==> src/rtl/wshb_stream_pkg.sv <==
// Shared types and constants for the Wishbone video-stream sink.
// The pixel-index width is sized for the default 800x480 frame.
package wshb_stream_pkg;

  localparam int unsigned HDISP_DEF = 800;
  localparam int unsigned VDISP_DEF = 480;
  localparam int unsigned IDX_W     = $clog2(HDISP_DEF * VDISP_DEF);

  localparam logic [3:0] SEL_FULL = 4'hF;

  // Status word returned on reads: {frame_cnt, fill level}
  localparam int unsigned STAT_LEVEL_LSB = 0;
  localparam int unsigned STAT_FRAME_LSB = 16;
  localparam int unsigned STAT_FIELD_W   = 16;

  typedef struct packed {
    logic [31:0]      data;
    logic [IDX_W-1:0] idx;
  } pix_entry_t;

  typedef enum logic {
    ST_IDLE,
    ST_RESP
  } req_state_t;

  function automatic logic [31:0] pack_status(input logic [STAT_FIELD_W-1:0] frame,
                                              input logic [STAT_FIELD_W-1:0] level);
    logic [31:0] word;
    word = '0;
    word[STAT_FRAME_LSB +: STAT_FIELD_W] = frame;
    word[STAT_LEVEL_LSB +: STAT_FIELD_W] = level;
    return word;
  endfunction

endpackage

==> src/rtl/stream_fifo.sv <==
// Show-ahead synchronous FIFO: the head entry is presented combinationally
// whenever the FIFO is not empty, and reads as zero when it is empty.
module stream_fifo
  import wshb_stream_pkg::*;
#(
  parameter int unsigned DEPTH   = 16,
  parameter type         entry_t = pix_entry_t
) (
  input  logic                     clk,
  input  logic                     rst_n,
  input  logic                     push,
  input  entry_t                   wr_data,
  input  logic                     pop,
  output entry_t                   rd_data,
  output logic                     full,
  output logic                     empty,
  output logic [$clog2(DEPTH):0]   level
);

  localparam int unsigned AW = $clog2(DEPTH);

  entry_t          mem [DEPTH];
  logic [AW-1:0]   wr_ptr;
  logic [AW-1:0]   rd_ptr;
  logic            do_push;
  logic            do_pop;

  assign full    = (level == (AW+1)'(DEPTH));
  assign empty   = (level == '0);
  assign do_push = push & ~full;
  assign do_pop  = pop & ~empty;
  assign rd_data = empty ? '0 : mem[rd_ptr];

  // NOTE: the storage array carries no reset; validity is tracked by level,
  // and the empty-gated read port keeps stale contents off the output.
  always_ff @(posedge clk) begin
    if (do_push) mem[wr_ptr] <= wr_data;
  end

  always_ff @(posedge clk) begin
    if (!rst_n) begin
      wr_ptr <= '0;
      rd_ptr <= '0;
      level  <= '0;
    end else begin
      if (do_push) wr_ptr <= wr_ptr + 1'b1;
      if (do_pop)  rd_ptr <= rd_ptr + 1'b1;
      case ({do_push, do_pop})
        2'b10:   level <= level + 1'b1;
        2'b01:   level <= level - 1'b1;
        default: level <= level;
      endcase
    end
  end

endmodule

==> src/rtl/wshb_stream_sink.sv <==
// Wishbone classic responder for the video stream: validates pixel writes,
// queues them with their index, and answers reads with a status word.
module wshb_stream_sink
  import wshb_stream_pkg::*;
#(
  parameter int unsigned HDISP      = HDISP_DEF,
  parameter int unsigned VDISP      = VDISP_DEF,
  parameter int unsigned FIFO_DEPTH = 16
) (
  input  logic             sys_clk,
  input  logic             sys_rst_n,
  input  logic             cyc,
  input  logic             stb,
  input  logic             we,
  input  logic [31:0]      adr,
  input  logic [31:0]      dat_ms,
  input  logic [3:0]       sel,
  output logic             ack,
  output logic             err,
  output logic             rty,
  output logic [31:0]      dat_sm,
  output logic             pix_valid,
  input  logic             pix_ready,
  output logic [31:0]      pix_data,
  output logic [IDX_W-1:0] pix_idx,
  output logic             eof
);

  localparam int unsigned PIX_TOTAL = HDISP * VDISP;
  localparam int unsigned LVL_W     = $clog2(FIFO_DEPTH) + 1;
  localparam logic [29:0]      PIX_LIMIT = 30'(PIX_TOTAL);
  localparam logic [IDX_W-1:0] LAST_IDX  = IDX_W'(PIX_TOTAL - 1);

  req_state_t         state_q, state_d;
  logic               ack_d, err_d, eof_d;
  logic [31:0]        dat_sm_d;
  logic [15:0]        frame_cnt;
  logic               frame_inc;
  logic               push;
  logic               fifo_full, fifo_empty;
  logic [LVL_W-1:0]   fifo_level;
  logic               addr_ok;
  pix_entry_t         wr_entry, head;

  assign wr_entry = '{data: dat_ms, idx: adr[IDX_W+1:2]};
  assign addr_ok  = (sel == SEL_FULL) && (adr[1:0] == 2'b00) && (adr[31:2] < PIX_LIMIT);

  stream_fifo #(
    .DEPTH   (FIFO_DEPTH),
    .entry_t (pix_entry_t)
  ) u_fifo (
    .clk     (sys_clk),
    .rst_n   (sys_rst_n),
    .push    (push),
    .wr_data (wr_entry),
    .pop     (pix_valid & pix_ready),
    .rd_data (head),
    .full    (fifo_full),
    .empty   (fifo_empty),
    .level   (fifo_level)
  );

  assign pix_valid = ~fifo_empty;
  assign pix_data  = head.data;
  assign pix_idx   = head.idx;
  assign rty       = 1'b0;

  // ACK/ERR are only ever high in RESP, so IDLE alone implies ~ack & ~err.
  // A full FIFO keeps us in IDLE, re-evaluating the held request each cycle.
  // NOTE: every combinational output gets a default first so no path leaves
  // a signal unassigned and infers a latch.
  always_comb begin
    state_d   = state_q;
    ack_d     = 1'b0;
    err_d     = 1'b0;
    eof_d     = 1'b0;
    dat_sm_d  = '0;
    push      = 1'b0;
    frame_inc = 1'b0;
    case (state_q)
      ST_IDLE: begin
        if (cyc && stb) begin
          if (!we) begin
            ack_d    = 1'b1;
            dat_sm_d = pack_status(frame_cnt, STAT_FIELD_W'(fifo_level));
            state_d  = ST_RESP;
          end else if (!addr_ok) begin
            err_d   = 1'b1;
            state_d = ST_RESP;
          end else if (!fifo_full) begin
            push    = 1'b1;
            ack_d   = 1'b1;
            state_d = ST_RESP;
            if (wr_entry.idx == LAST_IDX) begin
              eof_d     = 1'b1;
              frame_inc = 1'b1;
            end
          end
        end
      end
      ST_RESP: state_d = ST_IDLE;
      default: state_d = ST_IDLE;
    endcase
  end

  // NOTE: sequential state uses non-blocking assignments only.
  always_ff @(posedge sys_clk) begin
    if (!sys_rst_n) begin
      state_q   <= ST_IDLE;
      ack       <= 1'b0;
      err       <= 1'b0;
      eof       <= 1'b0;
      dat_sm    <= '0;
      frame_cnt <= '0;
    end else begin
      state_q <= state_d;
      ack     <= ack_d;
      err     <= err_d;
      eof     <= eof_d;
      dat_sm  <= dat_sm_d;
      if (frame_inc) frame_cnt <= frame_cnt + 16'd1;
    end
  end

endmodule

==> config.mk <==
export PLATFORM = sky130hd
export DESIGN_NAME = wshb_stream_sink
export DESIGN_NICKNAME = d
export VERILOG_FILES = /design/src/rtl/wshb_stream_pkg.sv /design/src/rtl/stream_fifo.sv /design/src/rtl/wshb_stream_sink.sv
export SDC_FILE = /design/constraint.sdc
export NUM_CORES = 1
export LEC_CHECK = 0
export ABC_AREA = 1
export CELL_PAD_IN_SITES_DETAIL_PLACEMENT = 0
export CELL_PAD_IN_SITES_GLOBAL_PLACEMENT = 1
export CORE_ASPECT_RATIO = 1.25
export CORE_MARGIN = 1
export CORE_UTILIZATION = 50
export CTS_BUF_LIST = sky130_fd_sc_hd__clkbuf_4
export CTS_CLUSTER_DIAMETER = 30
export DETAILED_ROUTE_END_ITERATION = 10
export GPL_TIMING_DRIVEN = 0
export PLACE_DENSITY = 0.77
export REMOVE_ABC_BUFFERS = 1
export SYNTH_ARGS = -nofsm -noshare
export SYNTH_HDL_FRONTEND = slang
export SYNTH_SLANG_ARGS = --single-unit
==> constraint.sdc <==
create_clock -name sys_clk -period 4.85 [get_ports sys_clk]
set_input_delay 0.97 -clock sys_clk [delete_from_list [all_inputs] [get_ports sys_clk]]
set_output_delay 0.97 -clock sys_clk [all_outputs]
set_load 0.1 [all_outputs]
==> key figures <==
Outcome
  • Status: finished, final reports clean

Power
  • Peak supply drop: 0.000445 V
  • LEAKAGE: 0.0132 uW
  • Pwr/cell area: 562 nW/um^2

STA
  • Fmax: 216 MHz
  • Post-Route Skew: 49.3 ps
  • Fin. Hold Viols: 0
  • Worst Tran Pin Value: 1030 ps
  • RSZ-0062 raised after global routing: false
  • Slew Viols, Final: 0
  • Slew margin rel.: 31.2%
  • Final setup viols: 0
  • Final worst slack: 222 ps
  • Setup tns final: 0 ps
  • Min cycle time layout: 4630 ps
  • Period utilization: 95.4%

Floorplanning
  • Initial Util: 50.5%
  • Die W: 236 microns
  • Die Y: 295 microns
  • Row count: 107
  • Die area: 69700 sq um
  • # IOs: 162
  • Core area: 68000 sq um

Detailed routing
  • Post-route ant nets: 0
  • Via/cell ratio: 6.10
  • Routed wire length: 93600 microns
  • Via Count: 23429
  • First DRT Iteration DRCs: 2516
  • 1st-pass router iterations: 5
  • DRC viols: 0
  • WL/cell: 24.4 microns

Clock tree
  • Root buffer cell: clkbuf_4
  • H-tree Lvls: 4
  • Clock Tree Buf Depth: 3
  • Inserted Clock Buffers: 196
  • CTS tree: yes
  • Sinks on Clock Net: 874
  • Clk slew on worst S/H paths: 70 ps
  • Clock latency on the worst-skew pair: 1020 ps

Worst setup path
  • Crit Path Max Fanout: 74
  • Setup Crit Path Kind: flop to primary output
  • Startpoint class of the critical path: flop
  • WP data arrival: 3660 ps
  • Worst EP required: 3880 ps
  • Crit. End Element: primary output

Synthesis
  • Synth area leaders: edfxtp_1 (71%), o21ai_0 (5.6%), nor2_1 (5.5%)
  • Post-synth top area share: 71.4%
  • YS warnings: 0
  • #FFs+latches synth: 874
  • EDFF count, synth: 816
  • Syn Area/Cell: 13.2 sq um
  • Ys flop type: edfxtp_1
  • Synth area leader: edfxtp_1
  • Commonest cells in the netlist: edfxtp_1 (816), nor2_1 (501), o21ai_0 (387)
  • Syn Std Cell Area: 34300 sq um
  • Most common cell in the synthesized netlist: edfxtp_1
  • Yosys cell types: 37
  • Seq/Total Area, Yosys: 74.8%
  • Synth Instances: 2596
  • Ys async rst share: 0%

Placement
  • # placed instances: 3489
  • GP Congestion: 0.765
  • IO buf count: 149
  • Pre-CTS WS: -977 ps
  • Placed wire-length estimate: 47400 microns
  • Area after DPL: 37500 sq um

Global route
  • First-pass GRT wire length: 138000 microns
  • Tot GR Track Use: 26.8%
  • Pin count of the biggest net entering global routing: 79
  • Total grt overflow: 0
  • Initial antenna violation count: 5
  • Vias in the first global route: 23368

Worst hold path
  • Hold Crit Class: flop to flop

Layout
  • Cell Count, Final, Fillers Out: 3841
  • Fin area: 40400 sq um
  • Fraction of layout cells with a size suffix above 1: 15.5%
  • Post-layout nets: 2916
  • Area Overhead vs Synth: 17.6%

Flow run
  • Max Cap Violations: 0
## final timing paths
check	startpoint	end	slack, ps	cells after the start
setup / recovery	flop	pix_idx[17]	220	9
hold / removal	u_fifo.rd_ptr[3]	flop	460	2
setup reg to reg	u_fifo.level[0]	u_fifo.mem[13][14]	1360	8
hold reg to reg	u_fifo.rd_ptr[3]	flop	460	2
## worst max-delay path, stage by stage, from the launching register on
cell and delay [ps]:
dfxtp_4 370, buf_16 180, buf_16 220, inv_16 180, bufbuf_16 480, o21ai_0 180, o221ai_1 200, o211ai_1 140
a21oi_1 290, buf_4 350
## cells by family (layout without fill, tap and decap cells)
kind of cell    count (synthesis)  after routing  synth area share [%]
flops                         874            874                  74.8
compound gates                758            758                  13.3
simple gates                  679            679                  7.90
buf+inv                       268            627                  3.50
fa+ha+maj                      10             10                 0.364
xor+xnor                        6              6                 0.153
other cells                     1             15                0.0109
## routing by layer
metal | up-vias | part of all wire [%] | routed length (microns) | GRT usage (%)
met5 | - | 0.065 | 61 | 0
met4 | 8 | 2.8 | 2640 | 11.1
met3 | 206 | 8.5 | 7940 | 6.13
met2 | 1183 | 49 | 45600 | 44.2
met1 | 11671 | 40 | 37300 | 34.2
li1 | 10361 | - | - | -
## power by group
part	internal (uW)	total, uW	switching (uW)
Combinational	2120	8600	6480
Clock	2990	5680	2700
Sequential	8270	8390	124
Total	13400	22700	9300
## registers in the layout, indices dropped and copies added, names as in the netlist, named ones only
| signal | cells |
|---|---|
| err | 1 |
| state_q | 1 |
| dat_sm | 21 |
| u_fifo.level | 5 |
| frame_cnt | 16 |
| u_fifo.rd_ptr | 4 |
| eof | 1 |
| ack | 1 |
| u_fifo.wr_ptr | 4 |
| u_fifo.mem | 816 |
## placed cells by master (no fill, tap or decap), types with 5 or more instances in the layout
master / Yosys / routed
edfxtp_1: 816 / 816
nor2_1: 501 / 482
o21ai_0: 387 / 387
clkbuf_4: 0 / 285
o221ai_1: 136 / 136
clkdlybuf4s50_1: 0 / 98
nand2_1: 81 / 81
inv_1: 70 / 69
o22ai_1: 68 / 68
o211ai_1: 68 / 68
nand3_1: 64 / 64
a21oi_1: 62 / 57
dfxtp_1: 58 / 54
o21ai_1: 32 / 32
clkinv_1: 1 / 31
buf_12: 0 / 30
buf_16: 0 / 28
nand4_1: 20 / 20
nor2_4: 0 / 17
clkdlybuf4s15_2: 0 / 15
buf_4: 29 / 15
conb_1: 1 / 12
ha_1: 10 / 10
clkinv_2: 0 / 10
buf_2: 43 / 8
buf_6: 4 / 8
nor3_1: 7 / 7
bufbuf_16: 0 / 7
bufinv_16: 0 / 6
xor2_1: 5 / 5
a21oi_2: 0 / 5
## timing repair
item,CTS,global route
hold buffers,0,0
resized for setup,264,4
endpoints found under the setup margin,51,32
cloned,12,1
buffers inserted,3,1
pin swaps,2,0
## per-stage QoR
| step | hold WS (ps) | total power [uW] | util, % |
|---|---|---|---|
| 2_1_floorplan | 431 | 14300 | - |
| 3_3_place_gp | 452 | 13500 | 53.0 |
| 3_5_place_dp | 460 | 16700 | 55.1 |
| 4_1_cts | 435 | 22700 | 59.3 |
| 5_1_grt | 492 | 23500 | 59.3 |
| 6_report | 464 | 22700 | 59.4 |
## area by class of cell
class / instances / area [sq um]
antenna: 3 / 7.51
clock buffer: 284 / 2130
clock inverter: 48 / 350
fill: 5256 / 27600
inverter: 74 / 315
multi-input combinational: 1465 / 7650
sequential: 874 / 25700
tap: 872 / 1090
timing repair buffer: 218 / 3110
timing repair inverter: 3 / 26.3
(Power assumes the default switching activity.)
